$ cat src/rtl/led_scan_pkg.sv
// Shared constants for the LED matrix scanner: matrix geometry, phase ranges
// for the linear and gamma builds, and the gamma brightness table.
package led_scan_pkg;

    localparam int unsigned NUM_COLS   = 4;
    localparam int unsigned NUM_ROWS   = 8;

    // Last phase index of a slot; that phase is always blanked.
    localparam int unsigned PMAX_LIN   = 7;
    localparam int unsigned PMAX_GAMMA = 63;

    // Gamma thresholds indexed by 3-bit brightness (entry 0 is rightmost).
    localparam logic [7:0][5:0] GAMMA_TBL = {
        6'd62, 6'd32, 6'd18, 6'd10, 6'd5, 6'd2, 6'd1, 6'd0
    };

    function automatic logic [5:0] gamma_lookup(input logic [2:0] b);
        return GAMMA_TBL[b];
    endfunction

endpackage

$ cat src/rtl/led_scan_prescaler.sv
// Free-running divider: asserts tick once every PRESCALE clk cycles.
module led_scan_prescaler #(
    parameter int unsigned PRESCALE = 256
) (
    input  logic clk,
    input  logic rst,
    output logic tick
);

    localparam int unsigned PreW = (PRESCALE > 1) ? $clog2(PRESCALE) : 1;

    logic [PreW-1:0] pre_q, pre_d;

    assign tick = (pre_q == PreW'(PRESCALE - 1));

    // Count up, wrapping to zero on the tick cycle.
    always_comb begin
        pre_d = tick ? '0 : pre_q + PreW'(1);
    end

    // Prescale counter register.
    always_ff @(posedge clk or posedge rst) begin
        if (rst) begin
            pre_q <= '0;
        end else begin
            pre_q <= pre_d;
        end
    end

endmodule

$ cat src/rtl/led_matrix_scan.sv
// Time-multiplexed 4-column x 8-row LED matrix driver with per-slot PWM and a
// blanking phase at the end of every column slot. All pins are registered.
// Build option: define LED_GAMMA_EN for a 64-phase slot with gamma-mapped
// brightness; otherwise an 8-phase slot with linear brightness.
module led_matrix_scan
    import led_scan_pkg::*;
#(
    parameter int unsigned PRESCALE = 256
) (
    input  logic       clk,
    input  logic       rst,
    input  logic [7:0] leds1,
    input  logic [7:0] leds2,
    input  logic [7:0] leds3,
    input  logic [7:0] leds4,
    input  logic [2:0] leds_pwm,
    output logic       led1,
    output logic       led2,
    output logic       led3,
    output logic       led4,
    output logic       led5,
    output logic       led6,
    output logic       led7,
    output logic       led8,
    output logic       lcol1,
    output logic       lcol2,
    output logic       lcol3,
    output logic       lcol4,
    output logic       frame
);

`ifdef LED_GAMMA_EN
    localparam int unsigned PMAX = PMAX_GAMMA;
`else
    localparam int unsigned PMAX = PMAX_LIN;
`endif
    localparam int unsigned PhW = $clog2(PMAX + 1);

    logic                tick;
    logic                slot_end;
    logic [1:0]          col_nxt;
    logic [PhW-1:0]      ph_q, ph_d;
    logic [PhW-1:0]      thr_q, thr_d;
    logic [1:0]          col_q, col_d;
    logic [NUM_ROWS-1:0] snap_q, snap_d;
    logic                wrap_q, wrap_d;
    logic [NUM_ROWS-1:0] led_q, led_d;
    logic [NUM_COLS-1:0] lcol_q, lcol_d;
    logic                frame_q, frame_d;

    led_scan_prescaler #(
        .PRESCALE (PRESCALE)
    ) u_prescaler (
        .clk  (clk),
        .rst  (rst),
        .tick (tick)
    );

    assign slot_end = tick && (ph_q == PhW'(PMAX));
    assign col_nxt  = col_q + 2'd1;

    // Advance phase; at slot end move to the next column and sample inputs.
    always_comb begin
        ph_d   = ph_q;
        col_d  = col_q;
        snap_d = snap_q;
        thr_d  = thr_q;
        wrap_d = 1'b0;
        if (tick) begin
            ph_d = ph_q + PhW'(1);
        end
        if (slot_end) begin
            ph_d   = '0;
            col_d  = col_nxt;
            // Remember the 3->0 wrap so frame lines up with lcol1's new slot.
            wrap_d = (col_q == 2'd3);
            unique case (col_nxt)
                2'd0:    snap_d = leds1;
                2'd1:    snap_d = leds2;
                2'd2:    snap_d = leds3;
                default: snap_d = leds4;
            endcase
`ifdef LED_GAMMA_EN
            thr_d = gamma_lookup(leds_pwm);
`else
            thr_d = PhW'(leds_pwm);
`endif
        end
    end

    // Pin values derived from the current scan state (registered below).
    always_comb begin
        lcol_d  = '1;
        led_d   = '1;
        frame_d = wrap_q;
        if (ph_q != PhW'(PMAX)) begin
            lcol_d[col_q] = 1'b0;
            for (int n = 0; n < NUM_ROWS; n++) begin
                led_d[n] = !(snap_q[n] && (ph_q < thr_q));
            end
        end
    end

    // Scan state and output registers; reset drives every pin inactive at once.
    always_ff @(posedge clk or posedge rst) begin
        if (rst) begin
            ph_q    <= '0;
            col_q   <= '0;
            snap_q  <= '0;
            thr_q   <= '0;
            wrap_q  <= 1'b0;
            led_q   <= '1;
            lcol_q  <= '1;
            frame_q <= 1'b0;
        end else begin
            ph_q    <= ph_d;
            col_q   <= col_d;
            snap_q  <= snap_d;
            thr_q   <= thr_d;
            wrap_q  <= wrap_d;
            led_q   <= led_d;
            lcol_q  <= lcol_d;
            frame_q <= frame_d;
        end
    end

    assign {led8, led7, led6, led5, led4, led3, led2, led1} = led_q;
    assign {lcol4, lcol3, lcol2, lcol1}                     = lcol_q;
    assign frame                                            = frame_q;

endmodule
$ cat config.mk
export PLATFORM = sky130hd
export DESIGN_NAME = led_matrix_scan
export DESIGN_NICKNAME = d
export VERILOG_FILES = /design/src/rtl/led_scan_pkg.sv /design/src/rtl/led_scan_prescaler.sv /design/src/rtl/led_matrix_scan.sv
export SDC_FILE = /design/constraint.sdc
export NUM_CORES = 1
export LEC_CHECK = 0
export ABC_AREA = 0
export CORE_UTILIZATION = 35
export CTS_BUF_LIST = sky130_fd_sc_hd__clkbuf_4 sky130_fd_sc_hd__clkbuf_8 sky130_fd_sc_hd__clkbuf_16
export DETAILED_ROUTE_END_ITERATION = 12
export MAX_ROUTING_LAYER = met4
export PLACE_DENSITY = 0.72
export SYNTH_ARGS = -nofsm -noshare
export SYNTH_HDL_FRONTEND = slang
export SYNTH_HIERARCHICAL = 1
export SYNTH_SLANG_ARGS = --single-unit
$ cat constraint.sdc
create_clock -name clk -period 1.9 [get_ports clk]
set_input_delay 0.475 -clock clk [delete_from_list [all_inputs] [get_ports clk]]
set_output_delay 0.475 -clock clk [all_outputs]
set_load 0.03 [all_outputs]
Yosys cells after proc, flatten, opt, wreduce, memory -nomap -nowiden
Cells that the tools add are included.

Muxes and demuxes: 9. Magnitude comparators: 3. Add/sub/neg operators: 3. Reduce and logical (&&, ||, !) cells: 20. Eq/ne operators: 6. Bitwise logic cells: 1.

Operators by type and width (count): $pmux 8 s3 (1); $mux 8 (2); $logic_and 1x1->1 (10); $add 8x1->8 const B (1); $eq 8x8->1 const B (1); $logic_not 1->1 (8); $mux 3 (2); $eq 2x2->1 const B (2); $mux 4 (1); $not 4->4 (1); $add 3x1->3 const B (1); $eq 3x3->1 const B (1); $lt 2x3->1 const B (1); $lt 3x3->1 (1); $ne 3x3->1 const B (1); $add 2x1->2 const B (1); $demux 1 s2 (1); $eq 2x1->1 const B (1); $ge 2x1->1 const B (1); $logic_not 2->1 (1); $mux 1 (2); $reduce_bool 2->1 (1).

Flip-flop bits (word level): 38. Word-level logic and storage cells: 51.

Longest topological paths before layout
Gate-level depths: netlist (run 1).

Depth in word-level cells: 6. Mapped depth: 7.

Modules after synthesis
Netlist (run 1), hierarchy kept.

Modules (own cells, without submodules): led_matrix_scan (instances 1, sequential area each 765.7 µm², area each 1416.4 µm², cells an instance 120); led_scan_prescaler (instances 1, sequential area each 200.2 µm², area each 346.6 µm², cells an instance 31).

Worst setup path before layout (run 1)
OpenSTA, ideal clock, no wires.

Path type: register -> register. Start: reg u_prescaler.pre_q[0]. End: reg thr_q[0]. Setup slack: 0.126 ns. Data arrival time: 1.646 ns. Cell stages (with the launch flop): 7. Setup time: 0.128 ns. Path buffers: 1. Cells stage by stage: dfrtp_1 > ha_1 > nand2_1 > nor3_2 > nand2_2 > buf_2 > mux2_1.

Cells in the longest elaborated chain, start to end: 2.

Ends and longest elaborated chain: from (decl) (line led_scan_prescaler.sv:12) `logic [PreW-1:0] pre_q, pre_d;`; from (signal assigned) (line led_scan_prescaler.sv:26) `pre_q <= pre_d;`; $eq 8x8->1 (line led_scan_prescaler.sv:14) `assign tick = (pre_q == PreW'(PRESCALE - 1));`; net tick (line led_matrix_scan.sv:39) `logic tick;`; $logic_and 1x1->1 (line led_matrix_scan.sv:59) `assign slot_end = tick && (ph_q == PhW'(PMAX));`; to (signal assigned) (line led_matrix_scan.sv:119) `thr_q <= thr_d;`; to (decl) (line led_matrix_scan.sv:43) `logic [PhW-1:0] thr_q, thr_d;`.

The timed path passes the listed nets, and every way through them passes these cells. A chain may end at the register's enable or synchronous reset.

Worst setup path in the final report (run 1)
Start: reg ph_q[0]. End: reg led_q[1].

Cells in the longest elaborated chain, start to end: 4.

Ends and longest elaborated chain: from (decl) (line led_matrix_scan.sv:42) `logic [PhW-1:0] ph_q, ph_d;`; from (signal assigned) (line led_matrix_scan.sv:116) `ph_q <= ph_d;`; $lt 3x3->1 (line led_matrix_scan.sv:99) `led_d[n] = !(snap_q[n] && (ph_q < thr_q));`; $logic_and 1x1->1 (line led_matrix_scan.sv:99); $logic_not 1->1 (line led_matrix_scan.sv:99); $mux 8 (*) (line led_matrix_scan.sv:96) `if (ph_q != PhW'(PMAX)) begin`; net led_d[1] (line led_matrix_scan.sv:47) `logic [NUM_ROWS-1:0] led_q, led_d;`; to (signal assigned) (line led_matrix_scan.sv:121) `led_q <= led_d;`; to (decl) (line led_matrix_scan.sv:47).

The timed path passes the listed nets; every way through them passes the cells marked *.

==> flow_summary.yaml, run 1 <==
synthesis:
  synth_xor_area_frac: 0.0248
  ys_ff_latch: 38
  synthMuxAreaShare: 0.0440
  synthAdderAreaFrac: 0.0710
  synth.cell_area_um2: 1760
  seq_area_frac_synth: 0.548
  synth_compound_area_frac: 0.180
  yosys.area_share.simple: 0.0759
  synth_top_family_by_area: "compound AO/OA/AOI/OAI gates"
  syn-instance-count: 151
  yosysWarningCount: 6
  synth_area_per_cell_um2: 11.7
  syn-num-nets: 198
  synth_cell_types: 32
global_route:
  grt_antenna_before_repair: 0
  grt_overflow: 0
  grt_max_degree: 31
  grt_first_pass_wirelength_mm: 5.99
  track_usage: 0.158
  grt_pass1_vias: 1215
power:
  pwr-share-seq: 0.539
  ir_drop_v: 0.000325
  power_per_cell_area_nw_per_um2: 624
  p_comb_frac: 0.077
  p_sw_uw: 314
  p_clk_frac: 0.384
  internal-power_mw: 1.20
  swShare: 0.208
  p_total_mw: 1.51
  p_leak_nw: 1.11
worst_hold_path:
  hold_path_class: "reg2reg"
placement:
  pre_cts_ws_ns: 0.149
  globalplace.congestion: 0.795
  io_buffer_count: 49
  hpwl_mm: 2.81
cells_and_area:
  layout.nets: 252
  final_cell_mix: "37 x clkdlybuf4s50_1, 26 x dfrtp_1, 16 x inv_1, 12 x dfstp_2, 12 x dlygate4sd2_1"
  syn2layout_area_growth_pct: 37.5
  final_common_cell: "clkdlybuf4s50_1"
  diodes: 0
  drive_gt1_frac: 0.170
setup_path:
  cp-end-kind: "register"
  critical_path_class: "reg2reg"
  cp.arrival_ns: 1.96
  cp.required_ns: 2.09
  worst-path-max-fanout: 10
  startpoint_type: "register"
die:
  die-height_um: 73.0
  num_io_pins: 50
  die_w_um: 73.0
  rows: 25
  initial_core_util: 0.368
  core-area_um2: 4790
  die_area_um2: 5320
drt:
  drt_iter0_markers: 75
  via_per_inst: 4.73
  finalWirelength_mm: 3.76
  antenna_left: 0
  dr.pass1.iters: 4
  wl_per_cell_um: 13.8
  drc: 0
  vias: 1290
timing:
  relSlewSlack: 0.688
  fin_skew_ns: 0.00330
  period_share: 0.932
  finalSetupViolCount: 0
  slew_violations: 0
  post-route-min-period_ns: 1.77
  grt_setup_unrepaired: "false"
  worst_pin_slew_ns: 0.468
  hold_viol: 0
  tns_ns: 0
  fmax_ghz: 0.565
  setup_ws_ns: 0.130
cts:
  cts_num_sinks: 38
  cts_hold_buf: 0
  postCtsSetupBuffers: 0
  cts_resized: 12
  clockRootBuffer: "clkbuf_8"
  clk_pin_slew_ns: 0.07
  clock_latency_ns: 0.29
  cts_tree: "built"
  cts_buffers: 5
  cts_max_path_buffers: 2
  cts-htree-levels: 2
outcome:
  status: "finished clean"
run:
  maxCapViolations: 0
==> synthesized netlist by cell type <==
cell type | n | share of area
a2111oi_4 | 1 | 0.016
a21o_1 | 8 | 0.034
a21oi_1 | 10 | 0.028
a221oi_1 | 8 | 0.040
a22oi_1 | 8 | 0.034
and3_1 | 1 | 0.0036
buf_2 | 3 | 0.0085
buf_4 | 1 | 0.0043
clkbuf_1 | 3 | 0.0064
clkbuf_2 | 1 | 0.0028
dfrtp_1 | 26 | 0.37
dfstp_2 | 12 | 0.18
ha_1 | 10 | 0.071
inv_1 | 16 | 0.034
mux2_1 | 2 | 0.013
mux2_2 | 4 | 0.026
mux2i_1 | 1 | 0.0057
nand2_1 | 2 | 0.0043
nand2_2 | 1 | 0.0036
nand2b_1 | 4 | 0.014
nand2b_4 | 1 | 0.0078
nand3_1 | 2 | 0.0057
nand3_2 | 1 | 0.0057
nand3b_1 | 1 | 0.0043
nand4_1 | 1 | 0.0036
nor2_1 | 4 | 0.0085
nor3_1 | 2 | 0.0057
nor3_2 | 1 | 0.0057
o21ai_0 | 10 | 0.028
or3_1 | 1 | 0.0036
xnor2_1 | 2 | 0.0099
xor2_1 | 3 | 0.015
==> power groups by stage <==
stage / logic, mW / registers, mW / clock network (mW)
4_1_cts: 0.118 / 0.815 / 0.598
3_3_place_gp: 0.116 / 0.830 / 0
2_1_floorplan: 0.0321 / 0.829 / 0
3_5_place_dp: 0.117 / 0.830 / 0
5_1_grt: 0.127 / 0.815 / 0.628
6_report: 0.116 / 0.815 / 0.581
==> worst paths after layout <==
| kind | end | from | slack (ns) | depth (start not counted) |
|---|---|---|---|---|
| min in group asynchronous | u_prescaler/pre_q[7] | rst | 0.45 | 2 |
| max in group asynchronous | lcol_q[3] | rst | 0.99 | 3 |
| setup / recovery | led_q[1] | ph_q[0] | 0.13 | 4 |
| hold / removal | frame | frame_d | 0.36 | 0 |
| hold reg to reg | frame | frame_d | 0.36 | 0 |
| setup reg to reg | led_q[1] | ph_q[0] | 0.13 | 4 |
==> cell families after synthesis <==
kind of cell / Yosys count
buffers and inverters: 24
AO/OA/AOI/OAI: 45
AND/OR/NAND/NOR: 22
XOR/XNOR: 5
adder cells (fa/ha/maj): 10
flip-flops: 38
multiplexers: 7
==> registers in the layout, summed over array words and instances, names as in the netlist <==
| name | flops |
|---|---|
| u_prescaler/pre_q | 8 |
| ph_q | 3 |
| snap_q | 8 |
| led_q | 8 |
| frame | 1 |
| col_q | 2 |
| frame_d | 1 |
| thr_q | 3 |
| lcol_q | 4 |
==> metal layers <==
layer  track usage  wire [um]  vias to the layer above
met5             -          0                        -
met4        0.0719         76                        0
met3        0.0387        131                        7
met2         0.218       1760                       34
met1         0.218       1800                      613
li1              -          -                      636
==> layout make-up <==
cell class / count / area [um^2]
clock inverter: 1 / 5.00
inverter: 16 / 60.1
multi-input combinational: 89 / 698
tap: 67 / 83.8
clock buffer: 7 / 90.1
sequential: 38 / 966
timing repair buffer: 55 / 520
fill: 444 / 2360
==> stage by stage <==
| step | cells | hold WS, ns | util | cell area [um^2] |
|---|---|---|---|---|
| after floorplan | 151 | 0.291 | - | 1760 |
| after global placement | 265 | 0.336 | 0.490 | 2340 |
| after detailed placement | 265 | 0.350 | 0.490 | 2340 |
| after CTS | 273 | 0.360 | 0.506 | 2420 |
| after global routing | 273 | 0.363 | 0.506 | 2420 |
| final | 273 | 0.358 | 0.506 | 2420 |
==> critical path: stages, from the launching register on <==
cell	delay, ns
dfrtp_1	0.41
ha_1	0.21
ha_1	0.31
a2111oi_4	0.54
o21ai_0	0.20
No activity file was read; power rests on OpenSTA's default activity.
==> run 2, diff against run 1 <==
==> constraint.sdc (replaced) <==
create_clock -name clk -period 1.9 [get_ports clk]
set_input_delay 0.38 -clock clk [delete_from_list [all_inputs] [get_ports clk]]
set_output_delay 0.38 -clock clk [all_outputs]
set_load 0.03 [all_outputs]
==> flow_summary.yaml, run 2 (synthesized netlist as in run 1, its figures left out) <==
outcome:
  status: "finished clean"
cts:
  cts_buffers: 5
  cts_max_path_buffers: 2
  cts-htree-levels: 2
  clockRootBuffer: "clkbuf_8"
  clock_latency_ns: 0.29
  cts_num_sinks: 38
  cts_tree: "built"
  clk_pin_slew_ns: 0.07
drt:
  dr.pass1.iters: 4
  drc: 0
  via_per_inst: 4.69
  finalWirelength_mm: 3.67
  vias: 1275
  drt_iter0_markers: 103
  wl_per_cell_um: 13.5
  antenna_left: 0
global_route:
  use_met2: 0.216
  grt_busiest_layer: "met2"
  grt_overflow: 0
  grt_pass1_vias: 1210
  track_usage: 0.156
  grt_first_pass_wirelength_mm: 5.84
  met3_usage: 0.0511
  grt_antenna_before_repair: 0
  grt_max_degree: 31
  grt_util_met1: 0.204
timing:
  grt_setup_unrepaired: "false"
  period_share: 0.976
  fmax_ghz: 0.539
  post-route-min-period_ns: 1.85
  hold_viol: 0
  whs_ns: 0.362
  slew_violations: 0
  finalSetupViolCount: 0
  relSlewSlack: 0.681
  fin_skew_ns: 0.00958
  worst_pin_slew_ns: 0.478
  tns_ns: 0
setup_path:
  cp.arrival_ns: 1.47
  startpoint_type: "register"
  cp_num_buf_inv: 1
  critical_path.top_delay_family: "buffers and inverters"
  cp.required_ns: 1.52
  cpPeakStageDelay_ns: 0.66
  rrSetupSlack_ns: 0.16
  critical_path_class: "reg2out"
  cp-end-kind: "output pin"
  slowest_stage: "clkdlybuf4s50_1"
  crit_chain: "clkdlybuf4s50_1"
  worst-path-max-fanout: 1
die:
  rows: 25
  initial_core_util: 0.368
  num_io_pins: 50
  core-area_um2: 4790
  die_w_um: 73.0
  die-height_um: 73.0
  die_area_um2: 5320
placement:
  io_buffer_count: 49
  hpwl_mm: 2.63
  globalplace.congestion: 0.786
cells_and_area:
  layout.nets: 251
  largest_registers: "led_q x8, snap_q x8, u_prescaler/pre_q x8"
  drive_gt1_frac: 0.166
  syn2layout_area_growth_pct: 38.2
  final_cell_mix: "49 x clkdlybuf4s50_1, 26 x dfrtp_1, 16 x inv_1, 12 x dfstp_2"
  diodes: 0
  final_common_cell: "clkdlybuf4s50_1"
power:
  power_per_cell_area_nw_per_um2: 618
  ir_drop_v: 0.000354
  p_leak_nw: 1.14
run:
  maxCapViolations: 0
worst_hold_path:
  hold_path_class: "in2async"
run 2: cell types whose count changed in the layout (fill, tap and decap cells not counted), sizes merged:
cell,delta
buf,-1
clkdlybuf4s50,+12
dlygate4sd2,-12
run 2: worst register-to-register path: stages, from the launching register on:
cell     delay [ns]
dfrtp_1        0.39
ha_1           0.22
nand2_1        0.11
nor3_2         0.31
nand2_4        0.21
mux2_1         0.37
run 2: path summary, 6_finish.rpt:
path | startpoint | end | cells after the start
worst max-delay path | led_q[2] | led3 | 1
worst min-delay path | rst | u_prescaler/pre_q[4] | 2
worst max register to register | u_prescaler/pre_q[0] | thr_q[1] | 5
worst min register to register | frame_d | frame | 0
max in group asynchronous | rst | lcol_q[3] | 3
min in group clk | frame_d | frame | 0
run 2: layout make-up:
type                            count  area [um^2]
Sequential cell                    38          966
Clock inverter                      1         5.00
Timing Repair Buffer               54          528
Clock buffer                        7         90.1
Multi-Input combinational cell     89          703
Fill cell                         407         2350
Inverter                           16         60.1
Tap cell                           67         83.8
run 2: power breakdown:
group | leakage, nW | total [mW] | internal, mW | switching, mW
Sequential | 0.468 | 0.815 | 0.813 | 0.00225
Clock | 0.0517 | 0.574 | 0.307 | 0.267
Combinational | 0.623 | 0.116 | 0.0782 | 0.0381
run 2: per-layer routing:
| metal | part of all wire | vias to the layer above |
|---|---|---|
| met4 | 0.020 | 0 |
| met5 | 0 | - |
| met1 | 0.46 | 603 |
| li1 | - | 637 |
| met2 | 0.48 | 31 |
| met3 | 0.039 | 4 |
run 2: through the flow:
stage                     cell area [um^2]  setup slack [ns]   util  cells  power (mW)
final                                 2440            0.0458  0.509    272        1.51
after global routing                  2440            0.0128  0.509    272        1.58
after CTS                             2430            0.0330  0.508    272        1.53
after detailed placement              2340            0.0882  0.488    264       0.948
after global placement                2340            0.0904  0.488    264       0.947
after floorplan                       1760             0.126      -    151       0.861
run 2: timing repair:
item | in CTS | in global routing
buffers inserted | 0 | 0
hold buffers | 0 | 0
setup endpoints to repair | 0 | 13
resized for setup | 0 | 1
==> run 3, diff against run 2 <==
--- a/config.mk
+++ b/config.mk
@@ -6,6 +6,7 @@
 export NUM_CORES = 1
 export LEC_CHECK = 0
 export ABC_AREA = 0
+export CORE_ASPECT_RATIO = 0.6
 export CORE_UTILIZATION = 35
 export CTS_BUF_LIST = sky130_fd_sc_hd__clkbuf_4 sky130_fd_sc_hd__clkbuf_8 sky130_fd_sc_hd__clkbuf_16
 export DETAILED_ROUTE_END_ITERATION = 12
==> flow_summary.yaml, run 3 (synthesized netlist as in run 1, its figures left out) <==
timing:
  fmax_ghz: 0.539
  hold_viol: 0
  tns_ns: 0
  post-route-min-period_ns: 1.85
  setup_ws_ns: 0.0464
  period_share: 0.976
  finalSetupViolCount: 0
  worst_pin_slew_ns: 0.475
  grt_setup_unrepaired: "false"
  slew_violations: 0
  fin_skew_ns: 0.00415
  relSlewSlack: 0.684
cells_and_area:
  final_common_cell: "clkdlybuf4s50_1"
  drive_gt1_frac: 0.166
  syn2layout_area_growth_pct: 38.1
  post-route-util: 0.517
  diodes: 0
  layout.nets: 251
  largest_registers: "led_q x8, snap_q x8, u_prescaler/pre_q x8"
  fillCellCount: 425
  final_cell_mix: "49 x clkdlybuf4s50_1, 26 x dfrtp_1, 16 x inv_1, 12 x dfstp_2"
cts:
  cts_hold_buf: 0
  cts_num_sinks: 38
  clockRootBuffer: "clkbuf_8"
  clk_pin_slew_ns: 0.07
  clock_latency_ns: 0.28
  postCtsSetupBuffers: 0
  cts_tree: "built"
  cts_resized: 0
  cts_buffers: 5
  cts_max_path_buffers: 2
  cts-htree-levels: 2
placement:
  io_buffer_count: 49
  globalplace.congestion: 0.847
  hpwl_mm: 2.78
  pre_cts_ws_ns: 0.149
power:
  pwr-share-seq: 0.548
  power_per_cell_area_nw_per_um2: 612
  p_clk_frac: 0.374
  p_total_mw: 1.49
  ir_drop_v: 0.000452
  swShare: 0.198
  p_leak_nw: 1.13
  p_comb_frac: 0.078
  internal-power_mw: 1.19
  p_sw_uw: 294
setup_path:
  cpPeakStageDelay_ns: 0.66
  cp_num_buf_inv: 1
  cp.required_ns: 1.52
  critical_path.top_delay_family: "buffers and inverters"
  startpoint_type: "register"
  critical_path_class: "reg2out"
  cp.arrival_ns: 1.47
  crit_chain: "clkdlybuf4s50_1"
  slowest_stage: "clkdlybuf4s50_1"
  cp-end-kind: "output pin"
  worst-path-max-fanout: 1
global_route:
  grt_first_pass_wirelength_mm: 6.11
  grt_overflow: 0
  track_usage: 0.160
  grt_antenna_before_repair: 0
  grt_max_degree: 31
  grt_pass1_vias: 1289
worst_hold_path:
  hold_path_class: "reg2reg"
drt:
  finalWirelength_mm: 3.80
  drc: 0
  wl_per_cell_um: 14.2
  dr.pass1.iters: 4
  antenna_left: 0
  vias: 1285
  drt_iter0_markers: 67
  via_per_inst: 4.79
outcome:
  status: "finished clean"
die:
  die_area_um2: 5330
  core-area_um2: 4710
  rows: 19
  die-height_um: 57.0
  die_w_um: 93.6
  initial_core_util: 0.375
  num_io_pins: 50
run:
  maxCapViolations: 0
==> run 3: stage by stage <==
stage	cells	area [um^2]	hold slack, ns
final	268	2430	0.364
after global routing	268	2430	0.376
after floorplan	151	1760	0.196
after CTS	268	2430	0.371
after detailed placement	260	2340	0.355
after global placement	260	2340	0.335
==> run 3: power by group through the flow <==
| stage | clock network [mW] | logic [mW] | registers [mW] |
|---|---|---|---|
| CTS | 0.570 | 0.119 | 0.816 |
| detailed placement | 0 | 0.118 | 0.830 |
| global placement | 0 | 0.117 | 0.830 |
| finish | 0.556 | 0.117 | 0.816 |
| floorplan | 0 | 0.0321 | 0.829 |
| global route | 0.611 | 0.128 | 0.816 |
==> run 3: routing by layer <==
metal | vias up | global-route usage | routed length, um
li1 | 636 | - | -
met1 | 614 | 0.212 | 1910
met2 | 29 | 0.233 | 1590
met3 | 6 | 0.0533 | 250
met4 | 0 | 0.0527 | 44
met5 | - | - | 0
==> run 3: area by class of cell <==
cell class / instances / area [um^2] / share of cell area
Multi-Input combinational cell: 89 / 698 / 0.287
Clock buffer: 8 / 91.3 / 0.0375
Inverter: 16 / 60.1 / 0.0247
Sequential cell: 38 / 966 / 0.397
Tap cell: 63 / 78.8 / 0.0324
Timing Repair Buffer: 54 / 541 / 0.222
==> run 3: final timing paths <==
check	from	endpoint	slack (ns)	cells after the start
max in group asynchronous	rst	lcol_q[0]	1.08	3
max reg2reg	ph_q[0]	led_q[2]	0.15	4
min reg2reg	frame_d	frame	0.36	0
min	frame_d	frame	0.36	0
max	led_q[7]	led8	0.05	1
min in group asynchronous	rst	u_prescaler/pre_q[5]	0.38	2
